**src/rtl/fir_coeff_loader.sv**
```systemverilog
// Streams NUM_REGS coefficients into the FIR accelerator register file, one word
// per cycle from address 0, holding the accelerator enable low for the whole load.
module fir_coeff_loader #(
  parameter int unsigned DATA_WIDTH = 16,
  parameter int unsigned NUM_REGS   = 8,
  parameter int unsigned ADDR_WIDTH = 3
) (
  input  logic                         clk,
  input  logic                         rst,
  input  logic                         start,
  input  logic                         abort,
  input  logic                         coeffValid,
  input  logic signed [DATA_WIDTH-1:0] coeffData,
  output logic                         coeffReady,
  output logic                         coeffWriteEn,
  output logic        [ADDR_WIDTH-1:0] coeffAddress,
  output logic signed [DATA_WIDTH-1:0] coeffsOut,
  input  logic                         accelerateReq,
  output logic                         accelerateEn,
  output logic                         busy,
  output logic                         done,
  output logic          [ADDR_WIDTH:0] writeCount
);

  typedef enum logic [1:0] {
    ST_IDLE,
    ST_LOAD,
    ST_DRAIN,
    ST_DONE
  } state_t;

  localparam logic [ADDR_WIDTH-1:0] LAST_IDX  = ADDR_WIDTH'(NUM_REGS - 1);
  localparam logic [ADDR_WIDTH:0]   MAX_COUNT = (ADDR_WIDTH + 1)'(NUM_REGS);

  state_t                         state_q,  state_d;
  logic        [ADDR_WIDTH-1:0]   index_q,  index_d;
  logic                           ready_q,  ready_d;
  logic                           we_q,     we_d;
  logic        [ADDR_WIDTH-1:0]   addr_q,   addr_d;
  logic signed [DATA_WIDTH-1:0]   data_q,   data_d;
  logic                           done_q,   done_d;
  logic                           busy_q,   busy_d;
  logic        [ADDR_WIDTH:0]     count_q,  count_d;
  logic                           handshake;

  assign handshake = coeffValid & ready_q;

  always_comb begin
    state_d = state_q;
    index_d = index_q;
    ready_d = ready_q;
    we_d    = 1'b0;
    addr_d  = addr_q;
    data_d  = data_q;
    done_d  = 1'b0;
    busy_d  = busy_q;
    count_d = count_q;

    unique case (state_q)
      ST_IDLE: begin
        ready_d = 1'b0;
        busy_d  = 1'b0;
        if (start && !abort) begin
          state_d = ST_LOAD;
          ready_d = 1'b1;
          busy_d  = 1'b1;
          index_d = '0;
          count_d = '0;
        end
      end

      ST_LOAD: begin
        if (abort) begin
          // A beat accepted alongside abort is dropped; no strobe follows.
          state_d = ST_IDLE;
          ready_d = 1'b0;
          busy_d  = 1'b0;
        end else if (handshake) begin
          we_d    = 1'b1;
          addr_d  = index_q;
          data_d  = coeffData;
          count_d = (count_q < MAX_COUNT) ? count_q + 1'b1 : count_q;
          if (index_q == LAST_IDX) begin
            state_d = ST_DRAIN;
            ready_d = 1'b0;
          end else begin
            index_d = index_q + 1'b1;
          end
        end
      end

      ST_DRAIN: begin
        ready_d = 1'b0;
        if (abort) begin
          state_d = ST_IDLE;
          busy_d  = 1'b0;
        end else begin
          state_d = ST_DONE;
          done_d  = 1'b1;
        end
      end

      ST_DONE: begin
        state_d = ST_IDLE;
        ready_d = 1'b0;
        busy_d  = 1'b0;
      end

      default: begin
        state_d = ST_IDLE;
        ready_d = 1'b0;
        busy_d  = 1'b0;
      end
    endcase
  end

  always_ff @(posedge clk or posedge rst) begin
    if (rst) begin
      state_q <= ST_IDLE;
      index_q <= '0;
      ready_q <= 1'b0;
      we_q    <= 1'b0;
      addr_q  <= '0;
      data_q  <= '0;
      done_q  <= 1'b0;
      busy_q  <= 1'b0;
      count_q <= '0;
    end else begin
      state_q <= state_d;
      index_q <= index_d;
      ready_q <= ready_d;
      we_q    <= we_d;
      addr_q  <= addr_d;
      data_q  <= data_d;
      done_q  <= done_d;
      busy_q  <= busy_d;
      count_q <= count_d;
    end
  end

  assign coeffReady   = ready_q;
  assign coeffWriteEn = we_q;
  assign coeffAddress = addr_q;
  assign coeffsOut    = data_q;
  assign done         = done_q;
  assign busy         = busy_q;
  assign writeCount   = count_q;

  // Gated by rst so the enable reads 0 while reset is held, like every other output.
  assign accelerateEn = accelerateReq & ~rst & (state_q == ST_IDLE);

endmodule

```
**config.mk**
```make
export PLATFORM = sky130hd
export DESIGN_NAME = fir_coeff_loader
export DESIGN_NICKNAME = d
export VERILOG_FILES = /design/src/rtl/fir_coeff_loader.sv
export SDC_FILE = /design/constraint.sdc
export NUM_CORES = 1
export LEC_CHECK = 0
export ABC_AREA = 1
export BUFFER_PORTS_ARGS = -buffer_cell sky130_fd_sc_hd__buf_4
export CAP_MARGIN = 20
export CORE_ASPECT_RATIO = 0.5
export CORE_UTILIZATION = 50
export CTS_CLUSTER_SIZE = 40
export DETAILED_ROUTE_END_ITERATION = 8
export GPL_TIMING_DRIVEN = 1
export PLACE_DENSITY = 0.86
export SLEW_MARGIN = 20
export SYNTH_ARGS = -nofsm -noshare
export SYNTH_HDL_FRONTEND = slang
export SYNTH_SLANG_ARGS = --single-unit
```
**constraint.sdc**
```tcl
create_clock -name clk -period 2.5 [get_ports clk]
set_clock_uncertainty 0.1 [all_clocks]
set_input_delay 0.75 -clock clk [delete_from_list [all_inputs] [get_ports clk]]
set_output_delay 0.75 -clock clk [all_outputs]
set_load 0.02 [all_outputs]
```
==> metrics.json <==
{
  "wire_length_of_the_first_global_routing_pass_mm": 5.023,
  "ffs_latches_synth": 32,
  "synth_cells": 181,
  "maximum_level_of_the_cts_h_tree": 2,
  "die_footprint_mm2": 0.003330,
  "timing.rr.start": "state_q[1]",
  "nNetsFinal": 264,
  "initial_utilization_pct": 55.88,
  "clk-insertion-delay-late_ns": 0.28,
  "fin_crit_sh_pct": 90.12,
  "first_global_vias": 1199,
  "max_cap_violations": 0,
  "relative_max_transition_margin_pct": 60.63,
  "drt-total-wl_mm": 3.260,
  "synth-warning-count": 0,
  "synth.lib_cells_used.distinct": 17,
  "timing.hold.worst.class": "in -> async",
  "critical_path.cell_chain": "inv_1 > ha_1 > nand2_1 > nor2_1 > buf_4",
  "pin_count_of_the_biggest_net_entering_global_routing": 26,
  "initialDrtViolationCount": 58,
  "syn_nets": 211,
  "fmax_mhz": 443.9,
  "die_width_um": 80.62,
  "cts_setup_buffers": 0,
  "num_vias": 1331,
  "r2r-end": "coeffsOut[1]",
  "drv_slew": 0,
  "design.core.area_mm2": 0.002765,
  "setup.reg_to_reg.worst_slack_ns": 0.52,
  "place.detailed.hpwl_mm": 2.445,
  "clock_path_buffers": 2,
  "final.fill_count": 194,
  "arrival_time_worst_endpoint_ns": 1.40,
  "gpl_congestion": 0.7749,
  "clk_pin_slew_ns": 0.06,
  "insertedDiodeCount": 0,
  "clock_root_buffer": "clkbuf_8",
  "cp.buffers_inverters": 2,
  "post_cts_resize_count": 0,
  "worst_path_cell_with_the_longest_stage_delay": "dfrtp_1",
  "routedWlPerCell_um": 11.99,
  "antenna_violating_nets_post_route": 0,
  "grt_antenna_before_repair": 0,
  "route.detailed.drc": 0,
  "setup_repair_after_global_routing_missed_its_margin": "no",
  "post_drt_via_cell_ratio": 4.893,
  "numClockSinks": 32,
  "timing.critical_path.slowest_cell_delay_ns": 0.42,
  "irDropWorstVdd_v": 0.0007125,
  "power_leakage_nw": 1.139,
  "placement_rows": 13,
  "share_of_synthesized_area_occupied_by_flip_flops_and_latches_pct": 51.82,
  "tns_ns": 0,
  "cts-hold-fix-buffers": 0,
  "final_layout_size_suffix_gt1_share_pct": 31.06,
  "global_route.usage.total_pct": 21.96,
  "layout_min_cycle_time_ns": 2.253,
  "synthToLayoutAreaGrowth_pct": 31.01,
  "power.density_mw_per_mm2": 1221,
  "crit_path_end_kind": "output pin",
  "layoutNonFillerInstCount": 272,
  "place.port_buffers": 49,
  "tightest_slew_ns": 0.5900,
  "critPathTopFamily": "flip-flops",
  "die-height_um": 41.31,
  "worstSetupPathType": "reg -> out",
  "cts_tree": "yes",
  "drt-pass1-iter-count": 4,
  "worst-path-max-fanout": 5,
  "run_status": "finished clean",
  "finalSetupViolations": 0,
  "cts_made_buffers": 5,
  "io-pin-count": 50,
  "critPathLaunchType": "flip-flop",
  "post-place-cells": 264,
  "grt_remaining_overflow": 0,
  "reg2regPathDepth": 8,
  "hold-worst-slack_ns": 0.3162,
  "syn_avg_cell_area_um2": 8.537,
  "timing.critical_path.required_ns": 1.65,
  "final-hold-violation-count": 0,
  "synth_area_mm2": 0.001545
}
[cells in the mapped netlist]
| cell type | n | area (um2) |
|---|---|---|
| nand3_2 | 1 | 10.01 |
| nand3_1 | 8 | 40.04 |
| nand2_1 | 82 | 307.8 |
| nor2_1 | 14 | 52.55 |
| o21ai_0 | 5 | 25.02 |
| dfrtp_1 | 32 | 800.8 |
| buf_12 | 1 | 20.02 |
| nand3b_1 | 3 | 22.52 |
| a21oi_1 | 1 | 5.000 |
| nor2_4 | 1 | 11.26 |
| ha_1 | 8 | 100.1 |
| inv_4 | 1 | 6.260 |
| nand2_2 | 12 | 75.07 |
| buf_4 | 2 | 15.01 |
| o21ai_1 | 1 | 5.000 |
| buf_6 | 2 | 22.52 |
| inv_1 | 7 | 26.28 |
[cell type report]
cell class / count / area, um2 / share of cell area (%)
multi-input cells: 136 / 654.4 / 32.32
flip-flops and latches: 32 / 800.8 / 39.56
repair buffers: 51 / 382.9 / 18.91
clock inverters: 2 / 35.03 / 1.731
well taps: 37 / 46.29 / 2.287
inverters: 8 / 32.53 / 1.607
clock buffers: 6 / 72.57 / 3.585
[layout by cell type (no fill, tap or decap), drive strengths merged]
cell	instances
nand3b	3
ha	8
a21oi	1
nand3	9
inv	8
bufinv	1
clkbuf	6
buf	51
nand2	94
o21ai	6
nor2	15
dfrtp	32
clkinv	1
[through the flow]
step	power [mW]	setup WS (ns)	area [um2]	utilization, %
detailed placement	2.000	0.5310	1917	69.32
floorplan	1.579	0.5759	1545	-
global route	2.644	0.1351	2024	73.21
finish	2.472	0.2470	2024	73.21
CTS	2.492	0.2316	2024	73.21
global placement	1.945	0.5597	1917	69.32
[layer usage]
metal	share of wire, %	track usage [%]
met5	0	0
met4	1.4	10.71
met3	4.1	6.522
met2	52	43.43
met1	43	23.07
[power breakdown]
| group | switching, mW | leakage, nW | internal [mW] |
|---|---|---|---|
| logic | 0.661 | 0.664 | 0.454 |
| registers | 0.151 | 0.419 | 0.723 |
| clock network | 0.187 | 0.0552 | 0.295 |
| total | 0.999 | 1.14 | 1.47 |
[how the worst max path moves through the flow]
stage,startpoint,to,slack (ns),cells past startpoint
floorplan,accelerateReq,accelerateEn,0.58,2
global placement,rst,accelerateEn,0.56,3
detailed placement,state_q[1],coeffsOut[1],0.53,8
CTS,state_q[0],accelerateEn,0.23,5
global route,state_q[0],accelerateEn,0.14,5
finish,state_q[0],accelerateEn,0.25,5
[kinds of logic after synthesis]
kind of cell               share of synthesized area [%]
AOI/OAI and AO/OA                                  2.266
adders and majority gates                          6.478
buffers and inverters                              5.830
DFF                                                51.82
and+or+nand+nor                                    33.60
[worst register-to-register path: stages, from the launching register on]
cell and delay [ns]:
dfrtp_1 0.40, inv_1 0.13, ha_1 0.38, inv_4 0.07, nor2_4 0.10, nand3_2 0.07, inv_1 0.44, nand2_1 0.13
nand2_1 0.10
[registers in the layout (all words and copies together), names as in the netlist]
signal        count
coeffWriteEn      1
state_q           2
writeCount        4
busy              1
coeffReady        1
done              1
coeffsOut        16
index_q           3
coeffAddress      3
Power figures use the tool's default switching activity.
